File: src/rtl/dmem_ctrl_pkg.sv
// dmem_ctrl_pkg: shared size encodings, FSM states and helpers for the data-memory controller
package dmem_ctrl_pkg;
   localparam int WORD_ADDR_W_DEF = 11;
   localparam logic [1:0] SZ_BYTE = 2'd0;
   localparam logic [1:0] SZ_HALF = 2'd1;
   localparam logic [1:0] SZ_WORD = 2'd2;
   typedef enum logic [1:0] {IDLE, RMW_WR, RESP} state_t;
   function automatic logic misaligned(input logic [1:0] size, input logic [1:0] lo);
      return (size == SZ_HALF && lo[0]) || (size[1] && lo != 2'b00);
   endfunction
endpackage

File: src/rtl/dmem_ctrl_if.sv
// dmem_ctrl_if: request/response handshakes and RAM word port of the data-memory controller
interface dmem_ctrl_if import dmem_ctrl_pkg::*; #(parameter int WORD_ADDR_W = WORD_ADDR_W_DEF);
   logic                   req_valid;
   logic                   req_ready;
   logic                   req_we;
   logic [1:0]             req_size;
   logic                   req_unsigned;
   logic [31:0]            req_addr;
   logic [31:0]            req_wdata;
   logic                   rsp_valid;
   logic                   rsp_ready;
   logic [31:0]            rsp_rdata;
   logic                   rsp_err;
   logic [WORD_ADDR_W-1:0] ram_addr;
   logic                   ram_wr_en;
   logic [31:0]            ram_wr_data;
   logic [31:0]            ram_rd_data;
   modport slave (
      input  req_valid, req_we, req_size, req_unsigned, req_addr, req_wdata, rsp_ready, ram_rd_data,
      output req_ready, rsp_valid, rsp_rdata, rsp_err, ram_addr, ram_wr_en, ram_wr_data
   );
   modport master (
      output req_valid, req_we, req_size, req_unsigned, req_addr, req_wdata, rsp_ready, ram_rd_data,
      input  req_ready, rsp_valid, rsp_rdata, rsp_err, ram_addr, ram_wr_en, ram_wr_data
   );
endinterface

File: src/rtl/dmem_lane_mux.sv
// dmem_lane_mux: little-endian load lane extract/extend and store lane merge into a RAM word
module dmem_lane_mux import dmem_ctrl_pkg::*; (
   input  logic [1:0]  size_i,
   input  logic [1:0]  addr_i,
   input  logic        uns_i,
   input  logic [31:0] rd_data_i,
   input  logic [31:0] wdata_i,
   output logic [31:0] ld_data_o,
   output logic [31:0] st_data_o
);
   logic [7:0]  b;
   logic [15:0] h;
   logic [31:0] mask, rep;
   logic        is_b, is_h;
   // extract the addressed lane, extend it, and build the merged store word
   always_comb begin
      is_b      = size_i == SZ_BYTE;
      is_h      = size_i == SZ_HALF;
      b         = rd_data_i[{addr_i, 3'b000} +: 8];
      h         = rd_data_i[{addr_i[1], 4'b0000} +: 16];
      ld_data_o = is_b ? {{24{~uns_i & b[7]}}, b} : is_h ? {{16{~uns_i & h[15]}}, h} : rd_data_i;
      mask      = is_b ? 32'h0000_00ff << {addr_i, 3'b000} : is_h ? 32'h0000_ffff << {addr_i[1], 4'b0000} : 32'hffff_ffff;
      rep       = is_b ? {4{wdata_i[7:0]}} : is_h ? {2{wdata_i[15:0]}} : wdata_i;
      st_data_o = (rd_data_i & ~mask) | (rep & mask);
   end
endmodule

File: src/rtl/dmem_ctrl.sv
// dmem_ctrl: CPU-side data-memory controller with read-modify-write sub-word stores (optional DMEM_ALIGN_CHECK_EN)
module dmem_ctrl import dmem_ctrl_pkg::*; #(parameter int WORD_ADDR_W = WORD_ADDR_W_DEF) (
   input logic        clk,
   input logic        resetn,
   dmem_ctrl_if.slave bus
);
   state_t                 state_q, state_d;
   logic [WORD_ADDR_W-1:0] addr_q, addr_d;
   logic [31:0]            wdata_q, wdata_d, rdata_q, rdata_d, ld_data, st_data;
   logic                   err_q, err_d, accept, mis, wr_en;
   logic                   unused_ok;
   assign unused_ok = ^bus.req_addr[31:WORD_ADDR_W+2];
`ifdef DMEM_ALIGN_CHECK_EN
   assign mis = misaligned(bus.req_size, bus.req_addr[1:0]);
`else
   assign mis = 1'b0;
`endif
   dmem_lane_mux u_lane (
      .size_i    (bus.req_size),
      .addr_i    (bus.req_addr[1:0]),
      .uns_i     (bus.req_unsigned),
      .rd_data_i (bus.ram_rd_data),
      .wdata_i   (bus.req_wdata),
      .ld_data_o (ld_data),
      .st_data_o (st_data)
   );
   assign bus.req_ready   = resetn & (state_q == IDLE);
   assign accept          = bus.req_valid & bus.req_ready;
   assign bus.rsp_valid   = state_q == RESP;
   assign bus.rsp_rdata   = rdata_q;
   assign bus.rsp_err     = err_q;
   assign bus.ram_addr    = state_q == IDLE ? bus.req_addr[WORD_ADDR_W+1:2] : addr_q;
   assign bus.ram_wr_en   = wr_en;
   assign bus.ram_wr_data = state_q == RMW_WR ? wdata_q : st_data;
   // state and response registers; reset abandons any pending write or response
   always_ff @(posedge clk or negedge resetn) begin
      if (!resetn) begin
         state_q <= IDLE;
         addr_q  <= '0;
         wdata_q <= '0;
         rdata_q <= '0;
         err_q   <= 1'b0;
      end else begin
         state_q <= state_d;
         addr_q  <= addr_d;
         wdata_q <= wdata_d;
         rdata_q <= rdata_d;
         err_q   <= err_d;
      end
   end
   // next state: word stores write on accept, sub-word stores write the merged word one cycle later
   always_comb begin
      state_d = state_q;
      addr_d  = addr_q;
      wdata_d = wdata_q;
      rdata_d = rdata_q;
      err_d   = err_q;
      wr_en   = 1'b0;
      case (state_q)
         IDLE: if (accept) begin
            addr_d  = bus.req_addr[WORD_ADDR_W+1:2];
            err_d   = mis;
            rdata_d = (bus.req_we | mis) ? 32'd0 : ld_data;
            wdata_d = st_data;
            wr_en   = bus.req_we & ~mis & bus.req_size[1];
            state_d = (bus.req_we & ~mis & ~bus.req_size[1]) ? RMW_WR : RESP;
         end
         RMW_WR: begin
            wr_en   = 1'b1;
            state_d = RESP;
         end
         RESP: state_d = bus.rsp_ready ? IDLE : RESP;
         default: state_d = IDLE;
      endcase
   end
endmodule
File: src/flat_wrapper.sv
// flat-port wrapper written by rule: the top's interface ports become plain ports
module dmem_ctrl_flat import dmem_ctrl_pkg::*;
#(parameter int WORD_ADDR_W = WORD_ADDR_W_DEF)
  (clk, resetn, bus_req_valid, bus_req_we, bus_req_size, bus_req_unsigned, bus_req_addr, bus_req_wdata, bus_rsp_ready, bus_ram_rd_data, bus_req_ready, bus_rsp_valid, bus_rsp_rdata, bus_rsp_err, bus_ram_addr, bus_ram_wr_en, bus_ram_wr_data);
  dmem_ctrl_if #(.WORD_ADDR_W(WORD_ADDR_W)) bus_i ();
  input logic clk;
  input logic resetn;
  input wire logic [$bits(bus_i.req_valid)-1:0] bus_req_valid;
  input wire logic [$bits(bus_i.req_we)-1:0] bus_req_we;
  input wire logic [$bits(bus_i.req_size)-1:0] bus_req_size;
  input wire logic [$bits(bus_i.req_unsigned)-1:0] bus_req_unsigned;
  input wire logic [$bits(bus_i.req_addr)-1:0] bus_req_addr;
  input wire logic [$bits(bus_i.req_wdata)-1:0] bus_req_wdata;
  input wire logic [$bits(bus_i.rsp_ready)-1:0] bus_rsp_ready;
  input wire logic [$bits(bus_i.ram_rd_data)-1:0] bus_ram_rd_data;
  output wire logic [$bits(bus_i.req_ready)-1:0] bus_req_ready;
  output wire logic [$bits(bus_i.rsp_valid)-1:0] bus_rsp_valid;
  output wire logic [$bits(bus_i.rsp_rdata)-1:0] bus_rsp_rdata;
  output wire logic [$bits(bus_i.rsp_err)-1:0] bus_rsp_err;
  output wire logic [$bits(bus_i.ram_addr)-1:0] bus_ram_addr;
  output wire logic [$bits(bus_i.ram_wr_en)-1:0] bus_ram_wr_en;
  output wire logic [$bits(bus_i.ram_wr_data)-1:0] bus_ram_wr_data;
  assign bus_i.req_valid = bus_req_valid;
  assign bus_i.req_we = bus_req_we;
  assign bus_i.req_size = bus_req_size;
  assign bus_i.req_unsigned = bus_req_unsigned;
  assign bus_i.req_addr = bus_req_addr;
  assign bus_i.req_wdata = bus_req_wdata;
  assign bus_i.rsp_ready = bus_rsp_ready;
  assign bus_i.ram_rd_data = bus_ram_rd_data;
  assign bus_req_ready = bus_i.req_ready;
  assign bus_rsp_valid = bus_i.rsp_valid;
  assign bus_rsp_rdata = bus_i.rsp_rdata;
  assign bus_rsp_err = bus_i.rsp_err;
  assign bus_ram_addr = bus_i.ram_addr;
  assign bus_ram_wr_en = bus_i.ram_wr_en;
  assign bus_ram_wr_data = bus_i.ram_wr_data;
  dmem_ctrl #(.WORD_ADDR_W(WORD_ADDR_W)) u_core (.clk(clk), .resetn(resetn), .bus(bus_i));
endmodule
File: config.mk
export PLATFORM = sky130hd
export DESIGN_NAME = dmem_ctrl_flat
export DESIGN_NICKNAME = d
export VERILOG_FILES = /design/src/rtl/dmem_ctrl_pkg.sv /design/src/rtl/dmem_ctrl_if.sv /design/src/rtl/dmem_lane_mux.sv /design/src/rtl/dmem_ctrl.sv /design/src/flat_wrapper.sv
export SDC_FILE = /design/constraint.sdc
export NUM_CORES = 1
export LEC_CHECK = 0
export ABC_AREA = 1
export CAP_MARGIN = 20
export CORE_MARGIN = 5
export CORE_UTILIZATION = 40
export DETAILED_ROUTE_END_ITERATION = 7
export MAX_ROUTING_LAYER = met4
export PLACE_DENSITY = 0.75
export SLEW_MARGIN = 20
export SYNTH_ARGS = -nofsm -noshare
export SYNTH_HDL_FRONTEND = slang
export SYNTH_SLANG_ARGS = --single-unit
File: constraint.sdc
create_clock -name clk -period 1.9 [get_ports clk]
set_clock_uncertainty 0.2 [all_clocks]
set_input_delay 0.19 -clock clk [delete_from_list [all_inputs] [get_ports clk]]
set_output_delay 0.19 -clock clk [all_outputs]
set_load 0.02 [all_outputs]
---- After elaboration in Yosys (flattened, before gate mapping) ----
Index checks and enable logic that the tools add are counted.
storage, ports and cells
  word-level logic and storage cells ...... 42
  flip-flop bits (word level) ............. 77
cells by class
  reductions and logical operators ........ 3
  mux-type cells .......................... 15
  shift-type cells ........................ 4
  equal/unequal tests ..................... 4
  bitwise logic cells ..................... 12
operators by type and width
  operator                 number
  $mux W32                 8
  $and A32 B32 Y32         2
  $not A32 Y32             1
  $or A32 B32 Y32          1
  $shiftx A32 B6 Y16       1
  $shiftx A32 B6 Y8        1
  $shl A16 B5 Y32 const A  1
  $shl A8 B5 Y32 const A   1
  $mux W11                 1
  $and A1 B1 Y1            6
  $mux W2                  3
  $pmux W2 S3              1
  $eq A2 B1 Y1 const B     2
  $logic_not A2 Y1         2
  $eq A2 B2 Y1 const B     1
  $ne A2 B1 Y1 const B     1
  $not A1 Y1               2
  $pmux W1 S2              1
  $reduce_and A2 Y1        1
  $mux W1                  1

---- Logic depth before layout (Yosys ltp) ----
Gate-level depths: netlist (run 1).
  word-level depth ........................ 7
  mapped depth ............................ 10
  gate-level depth less buffers ........... 9

---- Cells and area by module ----
From an unflattened synthesis (run 1), not the netlist that was laid out.
second synthesis, totals
  cell total of the unflattened synthesis .. 971
  area, all modules ....................... 5856.9 um^2
by module, submodules not included
  module         cells an instance  instances  area an instance (um^2)
  dmem_ctrl      565                1          4061.4
  dmem_lane_mux  406                1          1795.5

---- Worst setup path after synthesis (run 1) ----
OpenSTA, ideal clock, no wires.
  kind .................................... register to output
  start ................................... reg u_core.state_q[0]
  end ..................................... out bus_ram_wr_en
  data required time ...................... 1.510 ns
  slack ................................... -0.076 ns
  arrival time ............................ 1.586 ns
  stages on the path, launching flop included .. 7
  cell sequence ........................... dfrtp_1 nor2_2 inv_2 nor2_4 nand2_4 clkbuf_1 o21ai_0
on the way
  word-level cells in the longest chain between the ends .. 5
ends and longest elaborated chain
  element                   RTL line            text
  start: declaration        dmem_ctrl.sv:7      state_t state_q, state_d;
  start signal: assignment  dmem_ctrl.sv:44     state_q <= state_d;
  $logic_not A2 Y1          dmem_ctrl.sv:27     assign bus.req_ready = resetn & (state_q == IDLE);
  $and A1 B1 Y1             dmem_ctrl.sv:27
  via bus_req_ready         flat_wrapper.sv:16  output wire logic [$bits(bus_i.req_ready)-1:0] bus_req_ready;
  $and A1 B1 Y1             dmem_ctrl.sv:28     assign accept = bus.req_valid & bus.req_ready;
  $mux W1                   dmem_ctrl.sv:60     IDLE: if (accept) begin
  $pmux W1 S2               dmem_ctrl.sv:59     case (state_q)
  end: declaration          flat_wrapper.sv:21  output wire logic [$bits(bus_i.ram_wr_en)-1:0] bus_ram_wr_en;
The timed path passes the listed nets, and every way through them passes these cells.

---- Worst setup path after layout (run 1) ----
  start ................................... reg u_core.state_q[1]
  end ..................................... out bus_ram_wr_data[15]
on the way
  word-level cells in the longest chain between the ends .. 2
ends and longest elaborated chain
  element           RTL line            text
  $eq A2 B1 Y1      dmem_ctrl.sv:34     assign bus.ram_wr_data = state_q == RMW_WR ? wdata_q : st_data;
  $mux W32          dmem_ctrl.sv:34
  end: declaration  flat_wrapper.sv:22  output wire logic [$bits(bus_i.ram_wr_data)-1:0] bus_ram_wr_data;
Every way passes these cells.

==> flow_summary.json, run 1 <==
{
  "status": "finished, violations left",
  "violations": "setup timing",
  "synth_fp_nets": 887,
  "cp.buffers_inverters": 3,
  "synth.avg_cell_area_um2": 6.41,
  "reg2reg_setup_slack_ns": 0.04,
  "synth_top_area_share_pct": 38.4,
  "preCtsSetupSlack_ns": -0.743,
  "grt_usage_pct": 27.5,
  "hold_depth": 3,
  "htree_levels": 3,
  "yosysUniqueCellTypes": 23,
  "drc": 0,
  "numCtsBuffers": 9,
  "crit_path_max_fanout": 16,
  "fin_nets": 1123,
  "initial_core_util_pct": 40.3,
  "dr.pass1.iters": 5,
  "setup_viol": 30,
  "vdd_drop_max_mv": 0.693,
  "crit_arrival_ns": 1.56,
  "clk_path_buf_depth": 2,
  "area_growth_syn_to_layout_pct": 59.4,
  "yosysSeqAreaShare_pct": 38.4,
  "synth-warning-count": 0,
  "ctsRootBufferMaster": "clkbuf_16",
  "grt_start_max_net_pins": 78,
  "ys_top_cells_by_count": "nand2_1, nand3_1, dfrtp_1, inv_1, o21ai_0",
  "slew_headroom_pct": 51.7,
  "grt_pass1_wl_mm": 30.7,
  "post_layout_nonfiller_instances": 1197,
  "path_cells": "nor2_4, inv_4, buf_16, nand3_1, nand2_1, buf_6",
  "cp.required_ns": 1.51,
  "core-area_mm2": 0.0125,
  "clock.fmax_mhz": 512,
  "critPathKind": "register to output port",
  "avgViaCountPerCell": 5.18,
  "period_share_pct": 103,
  "via_count": 6196,
  "clock_latency_ns": 0.35,
  "syn-cell-area_mm2": 0.00502,
  "multiInputGateArea_mm2": 0.00279,
  "die_height_um": 122,
  "cap_violations": 0,
  "final-max-slew-violation-count": 0,
  "grt_pass1_vias": 5949,
  "drive_gt1_share_pct": 21.1,
  "drt-initial-drc-count": 458,
  "p_total_mw": 7.82,
  "dp.cells": 1163,
  "yosysTopAreaCell": "dfrtp_1",
  "ys.flop_type": "dfrtp_1",
  "gp_congestion": 0.965,
  "io_pins": 183,
  "rsz0062_at_grt": "yes",
  "power-per-cell-area_mw_per_mm2": 977,
  "avgRoutedWirePerCell_um": 16.9,
  "wirelength_mm": 20.3,
  "synth-edff-count": 0,
  "placementRows": 41,
  "r2r-end": "u_core.bus.rsp_rdata[19]",
  "antenna_left": 0,
  "cts_tree": "built",
  "port_buffers": 162,
  "fin_crit_ns": 1.95,
  "synth.area.top_cells": "dfrtp_1, nand2_1, nand3_1",
  "crit_family": "flip-flops",
  "path_clk_slew_ns": 0.06,
  "hold_class": "primary input to register",
  "synth_most_common_cell": "nand2_1",
  "min_from": "bus_req_addr[12]",
  "dieWidth_um": 122,
  "reg2regPathDepth": 9,
  "setup_ws_ns": -0.0540,
  "async_reset_ff_share_pct": 100,
  "rr_startpoint": "u_core.state_q[1]",
  "startpoint": "u_core.state_q[1]",
  "clock_sinks": 77,
  "worstHoldEndpoint": "u_core.addr_q[10]",
  "register_area_mm2": 0.00193,
  "start_kind": "register",
  "cp_slowest_stage_delay_ns": 0.43,
  "grt-ovfl-total": 0,
  "synth-seq-cells": 77,
  "fillCellCount": 1164,
  "finalHoldViolCount": 0,
  "fin_setup_tns_ns": -0.829,
  "endpoint_kind": "output port",
  "antenna_found_initial": 1,
  "p_leak_nw": 4.12,
  "dieArea_mm2": 0.0149,
  "worst_pin_slew_ns": 0.725,
  "critPathSlowestCell": "dfrtp_1",
  "dp_hpwl_mm": 14.7,
  "synthCells": 783
}
power breakdown:
| part | switching [mW] | leakage (nW) | internal, mW |
|---|---|---|---|
| Sequential | 0.325 | 0.979 | 2.25 |
| Combinational | 1.87 | 2.98 | 1.46 |
| Clock | 0.690 | 0.163 | 1.22 |
through the flow:
stage,util (%),cell area (µm²),hold WS [ns]
2_1_floorplan,-,5020,-0.306
3_3_place_gp,59.3,7390,0.262
3_5_place_dp,59.3,7390,0.264
4_1_cts,62.7,7810,0.230
5_1_grt,64.2,8000,0.237
6_report,64.2,8000,0.231
metal layers:
metal  global-route usage (%)  part of all wire (%)
met1                     35.0                    40
met2                     41.7                    45
met3                     4.97                   9.5
met4                     14.8                   5.4
met5                        -                     0
worst register-to-register path: stages, from the launching register on:
cell       delay, ns
dfrtp_1         0.43
nor2_2          0.13
inv_2           0.08
nor2_4          0.11
nand2_4         0.07
buf_12          0.16
nor2_4          0.24
clkbuf_16       0.22
nand3_1         0.09
nand2_1         0.06
cell families after synthesis:
logic type,count (synthesis),synth area share [%]
AOI/OAI and AO/OA,111,11.5
buffers and inverters,111,9.32
DFF,77,38.4
other,1,0.0747
and+or+nand+nor,483,40.7
sequential cells by signal (all words and copies together) (netlist names):
signal and flops:
u_core.wdata_q 32, u_core.state_q 2, u_core.addr_q 11, u_core.bus.rsp_rdata 32
what timing repair did:
item,in CTS,in global routing
hold endpoints to repair,77,0
gates cloned,5,4
buffers inserted,2,7
hold buffers,1,0
pin swaps,13,6
gates resized for setup,277,28
setup endpoints to repair,46,52
layout by cell type, fill, tap and decap left out, drive strengths merged:
cell type / synthesis / layout
nand2: 335 / 336
buf: 23 / 140
clkdlybuf4s50: 0 / 111
nand3: 99 / 101
dfrtp: 77 / 77
o21ai: 74 / 74
inv: 71 / 71
nor2: 37 / 37
a21oi: 28 / 28
clkbuf: 17 / 16
nand4: 11 / 11
a21boi: 8 / 8
dlygate4sd2: 0 / 3
clkdlybuf4s15: 0 / 3
bufinv: 0 / 2
clkinv: 0 / 2
diode: 0 / 1
nor3: 1 / 1
a211oi: 1 / 1
conb: 1 / 1
dlygate4sd3: 0 / 1
area by class of cell:
cell class / count / share of cell area, %
antenna: 1 / 0.0313
clock buffer: 12 / 3.21
clock inverter: 4 / 0.876
inverter: 71 / 3.49
multi-input combinational: 598 / 34.8
sequential: 77 / 24.1
tap: 172 / 2.69
timing repair buffer: 262 / 30.8
how the worst max path moves through the flow:
stage                          end  slack, ns  cells past startpoint
2_1_floorplan        bus_ram_wr_en       0.08                      6
3_3_place_gp   bus_ram_wr_data[17]      -0.72                      8
3_5_place_dp   bus_ram_wr_data[16]      -0.74                      7
4_1_cts        bus_ram_wr_data[16]      -0.07                      7
5_1_grt        bus_ram_wr_data[14]       -0.1                      6
6_report       bus_ram_wr_data[15]      -0.05                      6
No activity file was read; power rests on OpenSTA's default activity.
==> run 2: changes to the inputs <==
--- a/config.mk
+++ b/config.mk
@@ -5,13 +5,12 @@
 export SDC_FILE = /design/constraint.sdc
 export NUM_CORES = 1
 export LEC_CHECK = 0
-export ABC_AREA = 1
 export CAP_MARGIN = 20
 export CORE_MARGIN = 5
 export CORE_UTILIZATION = 40
 export DETAILED_ROUTE_END_ITERATION = 7
 export MAX_ROUTING_LAYER = met4
-export PLACE_DENSITY = 0.75
+export PLACE_DENSITY = 0.77
 export SLEW_MARGIN = 20
 export SYNTH_ARGS = -nofsm -noshare
 export SYNTH_HDL_FRONTEND = slang
==> flow_summary.json, run 2 <==
{
  "worst_pin_slew_ns": 0.542,
  "cpMostUsedCell": "buf_6",
  "synth_top_area_share_pct": 42.0,
  "crit_family": "flip-flops",
  "cp_slowest_stage_delay_ns": 0.44,
  "synthCells": 489,
  "fin_nets": 823,
  "endpoint_kind": "output port",
  "multiInputGateArea_mm2": 0.00300,
  "violations": "setup timing",
  "preCtsSetupSlack_ns": -0.845,
  "cap_violations": 0,
  "dp_hpwl_mm": 13.8,
  "dr.pass1.iters": 4,
  "wirelength_mm": 19.3,
  "htree_levels": 3,
  "crit_arrival_ns": 1.63,
  "drive_gt1_share_pct": 36.9,
  "status": "finished, violations left",
  "layout_common_cells": "clkdlybuf4s50_1, nand2_1, buf_4, dfrtp_1, buf_6",
  "avgRoutedWirePerCell_um": 22.2,
  "power-per-cell-area_mw_per_mm2": 1090,
  "grt_pass1_wl_mm": 27.7,
  "critPathKind": "register to output port",
  "clock_latency_ns": 0.34,
  "rsz0062_at_grt": "yes",
  "slew_headroom_pct": 63.8,
  "async_reset_ff_share_pct": 100,
  "yosysUniqueCellTypes": 46,
  "path_cells": "nor2_4, buf_6, buf_6, mux2_4, buf_6",
  "antenna_left": 0,
  "path_clk_slew_ns": 0.06,
  "critPathSlowestCell": "dfrtp_2",
  "synth_most_common_cell": "nand2_1",
  "cp.buffers_inverters": 3,
  "clock_sinks": 77,
  "fillCellCount": 811,
  "final_common_cell": "clkdlybuf4s50_1",
  "register_area_mm2": 0.00193,
  "synth-edff-count": 0,
  "finalHoldViolCount": 0,
  "dieWidth_um": 117,
  "final-max-slew-violation-count": 0,
  "synth_fp_nets": 593,
  "via_count": 4970,
  "ys_top_cells_by_count": "nand2_1, dfrtp_1, o21ai_0, mux2i_1, mux2_2",
  "antenna_found_initial": 1,
  "p_leak_nw": 3.63,
  "port_buffers": 162,
  "yosysTopAreaCell": "dfrtp_1",
  "p_total_mw": 8.66,
  "drc": 0,
  "fin_area_mm2": 0.00797,
  "grt_start_max_net_pins": 62,
  "die_height_um": 117,
  "yosysSeqAreaShare_pct": 42.0,
  "gp_congestion": 0.915,
  "setup_viol": 35,
  "io_pins": 183,
  "period_share_pct": 106,
  "hold_class": "primary input to register",
  "grt_pass1_vias": 4957,
  "avgViaCountPerCell": 5.73,
  "ys.flop_type": "dfrtp_1",
  "area_growth_syn_to_layout_pct": 73.7,
  "dieArea_mm2": 0.0137,
  "cp.required_ns": 1.51,
  "fin_crit_ns": 2.02,
  "synth-seq-cells": 77,
  "crit_path_max_fanout": 4,
  "numCtsBuffers": 9,
  "grt_usage_pct": 27.8,
  "setup_ws_ns": -0.117,
  "grt-ovfl-total": 0,
  "start_kind": "register",
  "initial_core_util_pct": 40.5,
  "clock.fmax_mhz": 496,
  "syn-cell-area_mm2": 0.00459,
  "drt-initial-drc-count": 434,
  "vdd_drop_max_mv": 0.935,
  "placementRows": 39,
  "core-area_mm2": 0.0113,
  "placed_area_mm2": 0.00686,
  "synth.area.top_cells": "dfrtp_1, mux2i_1, nand2_1",
  "synth-warning-count": 0,
  "ctsRootBufferMaster": "clkbuf_16",
  "synth.avg_cell_area_um2": 9.39,
  "clk_path_buf_depth": 2,
  "cts_tree": "built"
}
==> run 2: cell count changes in the layout (fill, tap and decap cells not counted), sizes merged, moves of 11 or more <==
cell and change:
nand4 -11, mux2i +45, nand3 -101, nand2 -236, nor2 -15, inv -67, o21ai -13, a221o +23
mux2 +27
==> run 2: report_power, final <==
part / internal [mW] / switching [mW] / leakage [nW]
Sequential: 2.35 / 0.494 / 0.981
Clock: 1.16 / 0.735 / 0.156
Combinational: 2.01 / 1.92 / 2.49
==> run 2: worst reg2reg max path: cells and delay by family (launching register included) <==
family | cells | cell delay [ns]
buffers and inverters | 1 | 0.16
AOI/OAI and AO/OA | 1 | 0.14
and+or+nand+nor | 3 | 0.84
DFF | 1 | 0.45
==> run 2: what timing repair did <==
item,4_1_cts,5_1_grt
cloned,2,5
pin swaps,8,11
hold buffers,3,0
gates resized for setup,319,93
endpoints found under the setup margin,70,69
endpoints found under the hold margin,77,0
setup buffers,5,5
==> run 2: metal layers <==
metal	vias to the layer above	share of wire (%)	global-route usage, %
li1	2245	-	-
met1	2436	40	35.3
met2	248	50	43.9
met3	41	7.2	5.81
met4	0	3.4	10.3
met5	-	0	-
==> run 2: through the flow <==
step / utilization [%] / hold slack (ns) / setup TNS (ns) / cells
floorplan: - / -0.306 / 0 / 489
global placement: 60.6 / -0.201 / -44.69 / 831
detailed placement: 60.6 / -0.198 / -47.49 / 831
CTS: 66.9 / 0.196 / -2.16 / 857
global route: 70.4 / 0.233 / -4.18 / 868
finish: 70.4 / 0.205 / -1.33 / 868
==> run 2: layout make-up <==
type,instances,area share (%)
Tap cell,143,2.24
Inverter,4,0.204
Clock buffer,9,2.83
Multi-Input combinational cell,368,37.6
Antenna cell,1,0.0314
Timing Repair Buffer,259,31.6
Sequential cell,77,24.2
Clock inverter,7,1.24
==> run 2: kinds of logic after synthesis <==
kind of cell | share of synthesized area (%)
AND/OR/NAND/NOR | 14.3
AO/OA/AOI/OAI | 20.1
flip-flops | 42.0
multiplexers | 18.6
buffers and inverters | 4.96
other | 0.0817
==> run 2: worst paths after layout <==
check	slack, ns	start	depth (start not counted)	to
max	-0.12	u_core.state_q[0]	5	bus_ram_addr[4]
min	0.20	bus_req_addr[5]	3	u_core.addr_q[3]
max reg2reg	0.05	u_core.state_q[1]	5	u_core.bus.rsp_rdata[29]
min reg2reg	0.28	u_core.wdata_q[6]	2	u_core.wdata_q[6]
max in group asynchronous	0.29	resetn	4	u_core.addr_q[3]
min in group asynchronous	0.30	resetn	3	u_core.wdata_q[13]
==> run 3: changes to the inputs <==
--- a/config.mk
+++ b/config.mk
@@ -7,10 +7,10 @@
 export LEC_CHECK = 0
 export CAP_MARGIN = 20
 export CORE_MARGIN = 5
-export CORE_UTILIZATION = 40
+export CORE_UTILIZATION = 44
 export DETAILED_ROUTE_END_ITERATION = 7
 export MAX_ROUTING_LAYER = met4
-export PLACE_DENSITY = 0.77
+export PLACE_DENSITY = 0.83
 export SLEW_MARGIN = 20
 export SYNTH_ARGS = -nofsm -noshare
 export SYNTH_HDL_FRONTEND = slang
==> flow_summary.json, run 3 (synthesis gave the netlist of run 2 again) <==
{
  "status": "finished, violations left",
  "violations": "setup timing",
  "grt_pass1_vias": 5006,
  "avgRoutedWirePerCell_um": 23.3,
  "grt_start_max_net_pins": 66,
  "antenna_left": 0,
  "wirelength_mm": 20.4,
  "cap_violations": 0,
  "grt-ovfl-total": 0,
  "dr.pass1.iters": 5,
  "core-area_mm2": 0.0102,
  "post_layout_nonfiller_instances": 874,
  "finalHoldViolCount": 0,
  "gp_congestion": 0.906,
  "clock_latency_ns": 0.36,
  "initial_core_util_pct": 44.9,
  "r2r-end": "u_core.wdata_q[25]",
  "final-max-slew-violation-count": 0,
  "drive_gt1_share_pct": 39.1,
  "placed_area_mm2": 0.00690,
  "dp.cells": 828,
  "htree_levels": 3,
  "fin_nets": 836,
  "clk_path_buf_depth": 2,
  "setup_viol": 45,
  "path_clk_slew_ns": 0.09,
  "worst_pin_slew_ns": 0.850,
  "grt_usage_pct": 28.7,
  "critPathSlowestCell": "dfrtp_2",
  "period_share_pct": 109,
  "io_pins": 183,
  "endpoint_kind": "output port",
  "cp.required_ns": 1.51,
  "startpoint": "u_core.state_q[0]",
  "critPathKind": "register to output port",
  "p_leak_nw": 3.54,
  "dp_hpwl_mm": 13.6,
  "start_kind": "register",
  "ctsRootBufferMaster": "clkbuf_8",
  "rr_startpoint": "u_core.state_q[1]",
  "path_cells": "nor2_4, buf_12, buf_4, mux2_4, buf_6",
  "grt_pass1_wl_mm": 27.4,
  "power-per-cell-area_mw_per_mm2": 1040,
  "crit_path_max_fanout": 6,
  "hold_class": "primary input to asynchronous set/reset pin",
  "fin_area_mm2": 0.00796,
  "layout_common_cells": "clkdlybuf4s50_1, buf_4, nand2_1, dfrtp_1, o21ai_0",
  "clock_sinks": 77,
  "setup_ws_ns": -0.172,
  "port_buffers": 162,
  "drc": 0,
  "cp_slowest_stage_delay_ns": 0.46,
  "rsz0062_at_grt": "yes",
  "crit_arrival_ns": 1.68,
  "final_common_cell": "clkdlybuf4s50_1",
  "clock.fmax_mhz": 483,
  "via_count": 5151,
  "avgViaCountPerCell": 5.89,
  "holdWs_ns": 0.152,
  "reg2regPathDepth": 6,
  "p_total_mw": 8.25,
  "drt-initial-drc-count": 452,
  "dieWidth_um": 112,
  "die_height_um": 112,
  "fin_setup_tns_ns": -4.04,
  "numCtsBuffers": 9,
  "placementRows": 37,
  "cts_tree": "built",
  "dieArea_mm2": 0.0126,
  "area_growth_syn_to_layout_pct": 73.4,
  "slew_headroom_pct": 43.4,
  "antenna_found_initial": 1,
  "vdd_drop_max_mv": 1.07,
  "fin_crit_ns": 2.07,
  "reg2reg_setup_slack_ns": -0.01
}
run 3: cell types whose count changed in the layout (fill, tap and decap cells not counted), moves of 11 or more:
cell      before  now
a21oi_1       20    7
buf_4         75  102
clkbuf_8       0   11
nor2_1        17    3
nor2_4         1   14
o21ai_1        5   22
o21ai_2       12    1
run 3: layout make-up:
type	count	area [µm²]
multi-input combinational	367	3020
timing repair buffer	273	2610
fill	623	2270
sequential	77	1930
tap	136	170
clock buffer	11	151
clock inverter	5	56.3
inverter	4	17.5
antenna	1	2.50
run 3: report_power, final:
part / switching, mW / internal (mW)
clock network: 0.653 / 0.679
logic: 1.98 / 2.07
registers: 0.530 / 2.34
total: 3.16 / 5.09
run 3: through the flow:
stage | util [%] | setup slack (ns)
2_1_floorplan | - | 0.0331
3_3_place_gp | 67.5 | -0.779
3_5_place_dp | 67.5 | -0.875
4_1_cts | 72.1 | -0.227
5_1_grt | 77.8 | -0.218
6_report | 77.8 | -0.172
run 3: worst max-delay path by stage:
stage	endpoint	cells after the start
after floorplan	bus_ram_wr_data[10]	5
after global placement	bus_ram_wr_data[11]	8
after detailed placement	bus_ram_wr_data[11]	8
after CTS	bus_ram_addr[2]	5
after global routing	bus_ram_addr[9]	5
final	bus_ram_addr[9]	5
run 3: critical path, delay by kind of cell (launching register included):
kind                   cells  cell delay [ns]
muxes                      1             0.29
DFF                        1             0.46
buffers and inverters      3             0.38
and+or+nand+nor            1             0.18
run 3: per-layer routing:
layer	GRT usage, %	wire length, µm	vias to the layer above	share of wire (%)
li1	-	-	2259	-
met1	35.8	7820	2553	38
met2	47.7	10300	286	51
met3	4.37	1480	53	7.3
met4	10.3	740	0	3.6
met5	-	0	-	0
run 3: timing repair:
| item | in CTS | in global routing |
|---|---|---|
| buffers inserted | 7 | 15 |
| gates resized for setup | 246 | 157 |
| endpoints found under the hold margin | 77 | 0 |
| setup endpoints to repair | 69 | 72 |
| hold buffers | 2 | 0 |
| pin swaps | 4 | 7 |
| cloned | 2 | 4 |
